## config.mk

```make
export PLATFORM = sky130hd
export DESIGN_NAME = jtframe_romcache
export DESIGN_NICKNAME = d
export VERILOG_FILES = /design/src/rtl/jtframe_romcache.sv
export SDC_FILE = /design/constraint.sdc
export NUM_CORES = 1
export LEC_CHECK = 0
export BUFFER_PORTS_ARGS = -buffer_cell sky130_fd_sc_hd__buf_2
export CAP_MARGIN = 25
export CORE_MARGIN = 2
export CORE_UTILIZATION = 30
export CTS_BUF_LIST = sky130_fd_sc_hd__clkbuf_16
export DETAILED_ROUTE_END_ITERATION = 7
export SLEW_MARGIN = 20
export SYNTH_ARGS = -nofsm -noshare
export SYNTH_HDL_FRONTEND = slang
export SYNTH_SLANG_ARGS = --single-unit
```

## constraint.sdc

```tcl
create_clock -name clk -period 2.7 [get_ports clk]
set_input_delay 0.27 -clock clk [delete_from_list [all_inputs] [get_ports clk]]
set_output_delay 0.27 -clock clk [all_outputs]
set_load 0.005 [all_outputs]
```

## src/rtl/jtframe_romcache.sv

```systemverilog
// jtframe_romcache: small fully-associative cache of 32-bit ROM words between
// a narrow demand port (DW = 8/16/32) and an SDRAM word port. Entries are
// replaced round-robin, which amounts to first-in first-out replacement.
// Optional feature: define JTFRAME_ROMCACHE_PREFETCH_EN to fetch the next
// word automatically after every demand fill.
module jtframe_romcache #(
  parameter int AW        = 18,
  parameter int DW        = 8,
  parameter int ENTRIES   = 4,
  parameter int INVERT_A0 = 0
) (
  input  logic          clk,
  input  logic          rst,
  input  logic          cen,
  input  logic [AW-1:0] addr,
  input  logic          addr_ok,
  input  logic          flush,
  input  logic [31:0]   din,
  input  logic          din_ok,
  input  logic          we,
  output logic          req,
  output logic [AW-1:0] addr_req,
  output logic          data_ok,
  output logic [DW-1:0] dout
);
  // LW: number of address bits that select a lane inside a 32-bit word
  localparam int LW = (DW == 8) ? 2 : (DW == 16) ? 1 : 0;
  localparam int TW = AW - LW;
  localparam int PW = $clog2(ENTRIES);
  localparam logic [PW-1:0] LAST = PW'(ENTRIES - 1);

`ifdef JTFRAME_ROMCACHE_PREFETCH_EN
  typedef enum logic [1:0] { IDLE, FETCH, PREFETCH } state_t;
`else
  typedef enum logic { IDLE, FETCH } state_t;
`endif
  state_t state, state_nx;

  logic [ENTRIES-1:0] valid;
  logic [TW-1:0]      tags  [ENTRIES];
  logic [31:0]        words [ENTRIES];
  logic [PW-1:0]      ptr;
  logic               flush_pend;

  logic [TW-1:0]      word_addr;
  logic [TW-1:0]      fill_tag;
  logic [ENTRIES-1:0] match;
  logic               hit;
  logic [31:0]        hit_word;
  logic [DW-1:0]      lane_data;
  logic               ack;
  logic               fill;
  logic               start;

  assign word_addr = addr[AW-1:LW];
  assign fill_tag  = addr_req[AW-1:LW];
  // an acknowledge only means something while a request is outstanding
  assign ack       = din_ok && we && (state != IDLE);
  // a flush seen at any point of the transfer makes the fetched word stale
  assign fill      = ack && !(flush || flush_pend);
  assign req       = (state != IDLE);

  // Tag lookup: at most one entry can match, so OR-ing the data is a mux
  always_comb begin
    match    = '0;
    hit_word = '0;
    for (int i = 0; i < ENTRIES; i++) begin
      match[i] = valid[i] && (tags[i] == word_addr);
      if (match[i]) hit_word = hit_word | words[i];
    end
  end
  assign hit = |match;

  generate
    if (DW == 8) begin : g_lane8
      logic [1:0] sel;
      assign sel = {addr[1], addr[0] ^ (INVERT_A0 != 0)};
      // Byte lane select inside the hit word
      always_comb begin
        case (sel)
          2'd0:    lane_data = hit_word[7:0];
          2'd1:    lane_data = hit_word[15:8];
          2'd2:    lane_data = hit_word[23:16];
          default: lane_data = hit_word[31:24];
        endcase
      end
    end else if (DW == 16) begin : g_lane16
      assign lane_data = addr[0] ? hit_word[31:16] : hit_word[15:0];
    end else begin : g_lane32
      assign lane_data = hit_word;
    end
  endgenerate

`ifdef JTFRAME_ROMCACHE_PREFETCH_EN
  logic [TW-1:0] next_tag;
  logic          pf_cached;
  assign next_tag = fill_tag + 1'b1;
  // Next word already present, ignoring the entry the demand fill overwrites
  always_comb begin
    pf_cached = 1'b0;
    for (int i = 0; i < ENTRIES; i++) begin
      if (valid[i] && (tags[i] == next_tag) && (PW'(i) != ptr)) pf_cached = 1'b1;
    end
  end
`endif

  // Next-state logic for the SDRAM request FSM
  always_comb begin
    state_nx = state;
    start    = 1'b0;
    case (state)
      IDLE: begin
        if (cen && addr_ok && !hit) begin
          state_nx = FETCH;
          start    = 1'b1;
        end
      end
      FETCH: begin
        if (ack) begin
`ifdef JTFRAME_ROMCACHE_PREFETCH_EN
          state_nx = (fill && !pf_cached) ? PREFETCH : IDLE;
`else
          state_nx = IDLE;
`endif
        end
      end
`ifdef JTFRAME_ROMCACHE_PREFETCH_EN
      PREFETCH: begin
        if (ack) state_nx = IDLE;
      end
`endif
      default: state_nx = IDLE;
    endcase
  end

  // FSM state register
  always_ff @(posedge clk) begin
    if (rst) state <= IDLE;
    else     state <= state_nx;
  end

  // Control: valid bits, replacement pointer, request address, pending flush
  always_ff @(posedge clk) begin
    if (rst) begin
      valid      <= '0;
      ptr        <= '0;
      addr_req   <= '0;
      flush_pend <= 1'b0;
    end else begin
      if (flush)     valid      <= '0;
      else if (fill) valid[ptr] <= 1'b1;
      if (fill) ptr <= (ptr == LAST) ? '0 : ptr + 1'b1;
      if (start) addr_req <= AW'(word_addr) << LW;
`ifdef JTFRAME_ROMCACHE_PREFETCH_EN
      else if ((state == FETCH) && (state_nx == PREFETCH)) addr_req <= AW'(next_tag) << LW;
`endif
      if (start)               flush_pend <= flush;
      else if (ack)            flush_pend <= 1'b0;
      else if (state != IDLE)  flush_pend <= flush_pend | flush;
    end
  end

  // Entry payload, written only by an accepted fill
  always_ff @(posedge clk) begin
    if (fill) begin
      tags[ptr]  <= fill_tag;
      words[ptr] <= din;
    end
  end

  // Demand side: one-cycle hit response, dout holds on misses
  always_ff @(posedge clk) begin
    if (rst) begin
      data_ok <= 1'b0;
      dout    <= '0;
    end else if (cen) begin
      data_ok <= addr_ok && hit;
      if (addr_ok && hit) dout <= lane_data;
    end
  end
endmodule

```

Word level (Yosys, flattened, before mapping):

Memories as Yosys holds them, arrays and structs flattened.
Cells that the tools add are included.

* add/sub/neg operators: 1
* order comparisons: 2
* eq/ne operators: 7
* multiplexer cells: 17
* bitwise gates (word level): 6
* reduce and logical (&&, ||, !) cells: 19

Operators by type and width (number)
* 2-to-1 mux 32 bit: 4
* OR 32 bit: 3
* equality test 16 bit: 4
* one-hot mux 8 bit (3 select lines): 1
* logical AND 1 bit: 11
* 2-to-1 mux 1 bit: 9
* equality test 2 bit (second input constant): 2
* OR 4 bit: 1
* OR reduction 4 bit: 1
* < comparator 2 x 3 -> 1 bit (second input constant): 1
* nonzero test 3 bit: 1
* adder 2 x 1 -> 2 bit (second input constant): 1
* demux 1 bit (select 2 bit): 1
* equality test 2 x 1 -> 1 bit (second input constant): 1
* >= comparator 2 x 1 -> 1 bit (second input constant): 1
* logical NOT 1 bit: 2
* logical NOT 2 bit: 1
* 2-to-1 mux 2 bit: 1
* one-hot mux 1 bit (2 select lines): 1
* AND reduction 2 bit: 1
* OR reduction 2 bit: 1
* logical OR 1 bit: 1
* inverter 1 bit: 1
* OR 1 bit: 1

* flip-flop bits (word level): 33
* memory bits (writable): 192
* bits of input ports: 57
* word-level logic and storage cells: 61
* memories: 2

Memory list
* words: depth 4, width 32, read ports 4, clocked after memory_dff 0, write ports 1, line 41 `logic [31:0] words [ENTRIES];`
* tags: depth 4, width 16, read ports 4, clocked after memory_dff 0, write ports 1, line 40 `logic [TW-1:0] tags [ENTRIES];`

Logic depth before layout (Yosys ltp):

Gate-level depths: netlist (run 1).
An unclocked memory read counts as a cell.

* depth after elaboration: 11
* mapped depth: 11
* gate-level depth less buffers: 8

Worst setup path before layout (run 1):

OpenSTA, ideal clock, no wires.

* kind: reg-to-reg
* start point: register state (netlist: req)
* end point: memory tags[3][0] (netlist bit) (enable)
* library setup time: 0.411 ns
* data arrival time: 2.130 ns
* path slack: 0.158 ns
* cell stages (with the launch flop): 4
* period minus slack after synthesis: 2.542 ns
* cell sequence: dfxtp_1 nand3_1 nor3_1 and2_1

* longest elaborated chain between the ends: 4

RTL lines
* from (decl): line 37 `state_t state, state_nx;`
* from (signal assigned): line 139 `else state <= state_nx;`
* logical AND 1 bit: line 58 `assign ack = din_ok && we && (state != IDLE);`
* logical AND 1 bit: line 60 `assign fill = ack && !(flush || flush_pend);`
* 2-to-1 mux 1 bit: line 165 `if (fill) begin`
* 2-to-1 mux 1 bit (implied by the code): line 166 `tags[ptr] <= fill_tag;`
* to (decl): line 40

Every way passes these cells.

==> summary.txt, run 1 <==
Floorplan
  • Starting Density: between 30 and 40%
  • Core Rows: 63
  • I/O pins: 85
  • Die area: between 0.03 and 0.04 mm2
  • Placeable Area: 0.0295 mm2
  • Die X: between 150 and 200 um
  • Die Y-Extent: around 180 um

CTS
  • Max clock buf depth: 3
  • Post-CTS Setup Inserts: 0
  • Clock sinks: roughly 230
  • CTS tree: built
  • Reg clk slew, reported paths: ~0.06 ns
  • Root buf cell: clkbuf_16
  • CTS buffer count: 23
  • Later-pin clock latency in the skew report: around 0.5 ns
  • Number of H-tree levels: 1

Pwr
  • Leak: approximately 3.7 nW
  • Pwr dens: between 600 and 700 mW/mm2
  • Final Power: 7.26 mW
  • Peak VDD IR: around 310 uV

Synth
  • Top-count cell post-synth: edfxtp_1
  • Flops & latches, synth: about 230
  • Top post-synthesis cells by area: edfxtp_1, dfxtp_1, xnor2_1
  • Fraction of registers with async set/reset: 0%
  • Synth cell types: 54
  • Synthesized cell area: between 0.008 and 0.009 mm2
  • Largest area contributor in the netlist: edfxtp_1
  • Top cell types by occurrence after synthesis: edfxtp_1, xnor2_1, nand2_1, nor2_1, dfxtp_1
  • Post-Syn Area per Cell: approximately 15 um2
  • Warnings, synthesis: 0
  • Yosys top cell area share: 64.4%
  • Cells after Synth: 594
  • Number of synthesized flops with an enable pin: ~190
  • Main synth FF type: edfxtp_1
  • Post-synthesis sequential area ratio: a little under three quarters

Finish
  • Final Instance Count excl. Fillers: 1117
  • Cell area after layout: 0.0109 mm2
  • Share of cells above drive strength 1: around 22%
  • Area added between synthesis and finish: 21.7%
  • Fin nets: 771

Placed design
  • Port bufs: 82
  • RePlAce Congestion: ~0.80
  • Worst slack, placed: roughly 0.10 ns
  • Placed insts: approximately 1000
  • HPWL after DPL: about 14000 um
  • Placed inst area: ~0.0098 mm2

Setup path
  • Register-to-Register Path Depth: 10
  • Reg-to-Reg End: addr_req[15]
  • Crit end category: flop
  • CP Launch Type: flop
  • Required @ worst endpoint: a little over 3 ns
  • Worst reg2reg startpoint: tags[3][3]
  • Worst Path Max Fanout: 16
  • Crit path DAT: ~2.8 ns
  • R2R Setup Slk: about 0.25 ns
  • WS Path Type: flop to flop

Route
  • 1st-iter DRT viols: 630
  • Pre-antenna DRT Iters: 6
  • Routed wire per std cell: 19.0 um
  • Total Routed Length: ~21000 um
  • # DRC: 0
  • Antenna Nets Post-Route: 0
  • Vias per Instance: approximately 4.7
  • Vias: roughly 5300

Global routing
  • Vias in the first global route: 5276
  • Initial antenna violation count: 1
  • Largest net degree at the start of global routing: 50
  • First-pass GRT wire length: approximately 32000 um
  • Tot GR Track Use: a little over an eighth
  • Global route total overflow: 0

STA
  • Final setup margin: 0.246 ns
  • Relative slew slack: 51.0%
  • Setup_tns: 0 ns
  • Final Hold Viols: 0
  • FMAX: around 0.41 GHz
  • Worst-margin pin slew: between 0.7 and 0.8 ns
  • RSZ-0062 raised after global routing: no
  • Setup Viol. Count Final: 0
  • Minimum clock period after layout: ~2.5 ns
  • Final Max Tran Viols: 0
  • Worst clock skew: 0.00899 ns
  • Final period util: 90.9%

Hold path
  • Hold_sp: din[22]
  • Min-Delay Endpoint: words[1][22]
  • Worst Hold Depth: 1
  • Worst Hold Class: input pin to flop

Status
  • Status: completed

Flow run
  • MaxCap Viol Count: 0
==> layer usage <==
metal	vias to the layer above	GRT usage (%)	part of all wire, %
li1	2482	-	-
met1	2601	18.6	45
met2	183	22.0	47
met3	26	2.28	6.1
met4	0	3.93	1.9
met5	-	0	0
==> metrics by stage <==
step / hold WS, ns / util [%]
after floorplan: 0.349 / -
after global placement: 0.433 / 33.4
after detailed placement: 0.438 / 33.4
after CTS: 0.000907 / 36.7
after global routing: 0.00968 / 36.9
final: 0.0154 / 36.9
==> state kept, by name (all words and copies together) (netlist names) <==
signal      flops
words         128
tags           64
addr_req       16
flush_pend      1
ptr             2
valid           4
data_ok         1
dout            8
req             1
==> placed cells by master, fill, tap and decap left out, types with 10 or more instances in the layout <==
master,count
edfxtp_1,192
buf_2,83
xnor2_1,50
nand2_1,37
nor2_1,35
dfxtp_1,33
dlygate4sd3_1,29
a21oi_1,24
clkbuf_16,23
a222oi_1,20
mux2i_1,19
nand3_1,17
nand4_1,15
and3_1,13
a22oi_1,13
xor2_1,11
nor3_1,10
==> worst max-delay path by stage <==
stage / from / slack [ns] / cells past startpoint / endpoint
final: tags[3][3] / 0.25 / 10 / addr_req[15]
after global routing: tags[3][3] / 0.03 / 10 / addr_req[8]
after CTS: tags[3][3] / 0.15 / 10 / addr_req[9]
after detailed placement: addr[5] / 0.10 / 11 / addr_req[9]
after global placement: addr[5] / 0.15 / 11 / addr_req[15]
after floorplan: req / 0.16 / 3 / tags[3][0]
==> area by class of cell <==
type                       count  area, um2
multi-input combinational    323       2250
sequential                   225       6430
timing repair buffer         130        953
antenna                        1       2.50
fill                        2831      18600
inverter                       7       26.3
clock buffer                  23        576
clock inverter                18        170
tap                          390        488
==> worst max-delay path, cell delays in order, from the launching register on <==
cell	delay [ns]
edfxtp_1	0.38
xnor2_1	0.31
nand4_1	0.16
nor4b_2	0.32
and3_1	0.27
buf_12	0.18
nor4_4	0.09
nand2_4	0.18
buf_12	0.17
mux2i_1	0.19
nor2_1	0.05
==> cell families (layout without fill, tap and decap cells) <==
| logic type | count (synthesis) | after routing | share of synthesized area (%) |
|---|---|---|---|
| AND/OR/NAND/NOR | 152 | 152 | 8.68 |
| multiplexers | 22 | 22 | 2.50 |
| adder cells (fa/ha/maj) | 4 | 4 | 0.559 |
| flip-flops | 225 | 225 | 71.8 |
| AO/OA/AOI/OAI | 82 | 82 | 7.18 |
| XOR/XNOR | 61 | 61 | 5.97 |
| other | 1 | 3 | 0.0419 |
| buffers and inverters | 47 | 178 | 3.27 |
==> power breakdown <==
group          internal [mW]  switching (mW)  leakage [nW]
combinational          0.138           0.177          1.37
clock                   1.78            1.35         0.365
sequential              3.78          0.0243          1.97
total                   5.70            1.55          3.71
==> what timing repair did <==
item	4_1_cts	5_1_grt
hold endpoints to repair	93	18
setup endpoints to repair	0	7
hold buffers	24	5
resized for setup	0	1
Note: power is estimated with default switching activity, not from simulation.
==> run 2: changes to the inputs <==
--- a/config.mk
+++ b/config.mk
@@ -7,7 +7,8 @@
 export LEC_CHECK = 0
 export BUFFER_PORTS_ARGS = -buffer_cell sky130_fd_sc_hd__buf_2
 export CAP_MARGIN = 25
-export CORE_MARGIN = 2
+export CORE_ASPECT_RATIO = 0.6
+export CORE_MARGIN = 5
 export CORE_UTILIZATION = 30
 export CTS_BUF_LIST = sky130_fd_sc_hd__clkbuf_16
 export DETAILED_ROUTE_END_ITERATION = 7
==> constraint.sdc (replaced) <==
create_clock -name clk -period 2.34 [get_ports clk]
set_input_delay 0.234 -clock clk [delete_from_list [all_inputs] [get_ports clk]]
set_output_delay 0.234 -clock clk [all_outputs]
set_load 0.005 [all_outputs]
==> run 2 against run 1 <==
Worst setup slack got worse by 0.24 ns. Wire length increased by 9.9%. Global-route usage fell by 0.39 points. Fmax rose by 5.4%. Critical path type unchanged. Clock power is 3% higher. Clock skew is 0.0026 ns higher. Total power increased by 11%. Sequential share of layout area decreased by 2.0 points. Register-to-register slack worse by 0.24 ns. Final area up 3.6%.
==> summary.txt, run 2 (synthesis results as in run 1) <==
Status
  • Status: completed

STA
  • FMAX: about 0.43 GHz
  • Minimum clock period after layout: 2.33 ns
  • Final Max Tran Viols: 0
  • Setup Viol. Count Final: 0
  • Relative slew slack: between 50% and 60%
  • Hold WS: ~0.019 ns
  • Final setup margin: 0.0107 ns
  • Worst clock skew: approximately 0.012 ns
  • Setup_tns: 0 ns
  • Final period util: between 90% and 100%
  • Worst-margin pin slew: 0.699 ns
  • RSZ-0062 raised after global routing: yes
  • Final Hold Viols: 0

Global routing
  • Tot GR Track Use: around an eighth
  • GRT busiest layer: met1
  • Met2 GRT Util: 17.1%
  • First-pass GRT wire length: between 30000 and 40000 um
  • Largest net degree at the start of global routing: 50
  • Vias in the first global route: 5394
  • Grt met1 use: around 22%
  • Initial antenna violation count: 1
  • Met3 usage: between 3 and 4%
  • Global route total overflow: 0

Route
  • Pre-antenna DRT Iters: 5
  • 1st-iter DRT viols: 562
  • # DRC: 0
  • Antenna Nets Post-Route: 0
  • Routed wire per std cell: 20.0 um
  • Vias: roughly 5500
  • Total Routed Length: between 20000 and 25000 um
  • Vias per Instance: between 4 and 5

Pwr
  • Final Power: ~8 mW
  • Peak VDD IR: 430 uV
  • Seq pwr share: 54.6%
  • Internal Power: between 6 and 7 mW
  • Leak: roughly 3.9 nW
  • Net Sw Frac: 21.2%
  • Comb pwr share: around 5.4%
  • NetSw: ~1.7 mW
  • Pwr dens: between 700 and 800 mW/mm2
  • Clk pwr share: between 40% and 50%

Finish
  • Area added between synthesis and finish: 26.0%
  • Top reg by flops: words
  • Fin nets: approximately 800
  • Commonest non-fill, non-tap cell in the layout: edfxtp_1
  • Inserted Diodes: 0
  • Biggest regs: words (128), tags (64), addr_req (16)
  • Most frequent cells in the layout: edfxtp_1, buf_2, xnor2_1, nand2_1, nor2_1
  • Cell area after layout: about 0.011 mm2
  • Max reg flops: roughly 130
  • Share of cells above drive strength 1: a little over a quarter

Setup path
  • R2R Setup Slk: roughly 0.011 ns
  • Required @ worst endpoint: around 2.8 ns
  • Worst Path Max Fanout: 15
  • Crit path DAT: approximately 2.7 ns
  • WS Path Type: flop to flop
  • Reg-to-Reg End: dout[1]
  • Register-to-Register Path Depth: 9
  • Worst reg2reg startpoint: tags[3][10]
  • CP Launch Type: flop
  • Crit end category: flop

Floorplan
  • Die area: about 0.034 mm2
  • Starting Density: 30.2%
  • I/O pins: 85
  • Placeable Area: approximately 0.03 mm2
  • Core Rows: between 40 and 50
  • Die Y-Extent: 144 um
  • Die X: roughly 230 um

Placed design
  • Placed inst area: about 0.010 mm2
  • HPWL after DPL: approximately 15000 um
  • Port bufs: a little over 80
  • Worst slack, placed: -0.223 ns
  • RePlAce Congestion: 0.769

Hold path
  • Min-Delay Endpoint: req
  • Hold_sp: we
  • Worst Hold Class: input pin to flop
  • Worst Hold Depth: 4

CTS
  • Root buf cell: clkbuf_16
  • CTS buffer count: 22
  • Later-pin clock latency in the skew report: roughly 0.50 ns
  • Max clock buf depth: 3
  • CTS tree: built
  • Number of H-tree levels: 1
  • Clock sinks: 225
  • Reg clk slew, reported paths: about 0.060 ns

Flow run
  • MaxCap Viol Count: 0
run 2: routing by layer:
layer  wire length, um  vias up
met3              2040       21
li1                  -     2544
met4               227        2
met1             12100     2750
met5                13        -
met2              8940      230
run 2: critical path: stages (launching register included):
cell,delay (ns)
edfxtp_1,0.41
xnor2_2,0.25
nand4_1,0.15
nor4b_2,0.39
and3_4,0.28
buf_12,0.15
a22oi_1,0.11
a21oi_1,0.22
nor3_2,0.09
o31ai_1,0.19
run 2: area by class of cell:
class | count | area, um2
clock buffer | 23 | 576
clock inverter | 16 | 77.6
fill | 2836 | 18400
inverter | 7 | 26.3
multi-input combinational | 323 | 2390
sequential | 225 | 6430
tap | 408 | 510
timing repair buffer | 161 | 1270
run 2: how the worst max path moves through the flow:
stage / from / endpoint / slack (ns) / cells past startpoint
finish: tags[3][10] / dout[1] / 0.01 / 9
global route: tags[3][8] / dout[1] / -0.07 / 9
CTS: tags[2][14] / dout[1] / 0.01 / 9
detailed placement: addr[12] / dout[2] / -0.22 / 10
global placement: addr[12] / dout[2] / -0.24 / 10
floorplan: req / tags[0][0] / 0.30 / 3
run 2: repair_timing:
action | CTS | global route
cloned | 0 | 4
endpoints found under the setup margin | 25 | 25
hold endpoints to repair | 128 | 0
resized for setup | 16 | 17
hold buffers | 32 | 0
pin swaps | 1 | 16
setup buffers | 0 | 3
run 2: per-stage QoR:
stage | util (%) | instances
5_1_grt | 38.0 | 1163
2_1_floorplan | - | 595
3_5_place_dp | 33.8 | 1086
3_3_place_gp | 33.8 | 1086
4_1_cts | 37.4 | 1157
6_report | 38.0 | 1163
run 2: power groups by stage:
stage | clock, mW | combinational, mW | sequential [mW]
finish | 3.22 | 0.439 | 4.40
global route | 3.49 | 0.472 | 4.40
CTS | 3.31 | 0.414 | 4.40
detailed placement | 0 | 0.357 | 4.48
global placement | 0 | 0.354 | 4.48
floorplan | 0 | 0.185 | 4.48
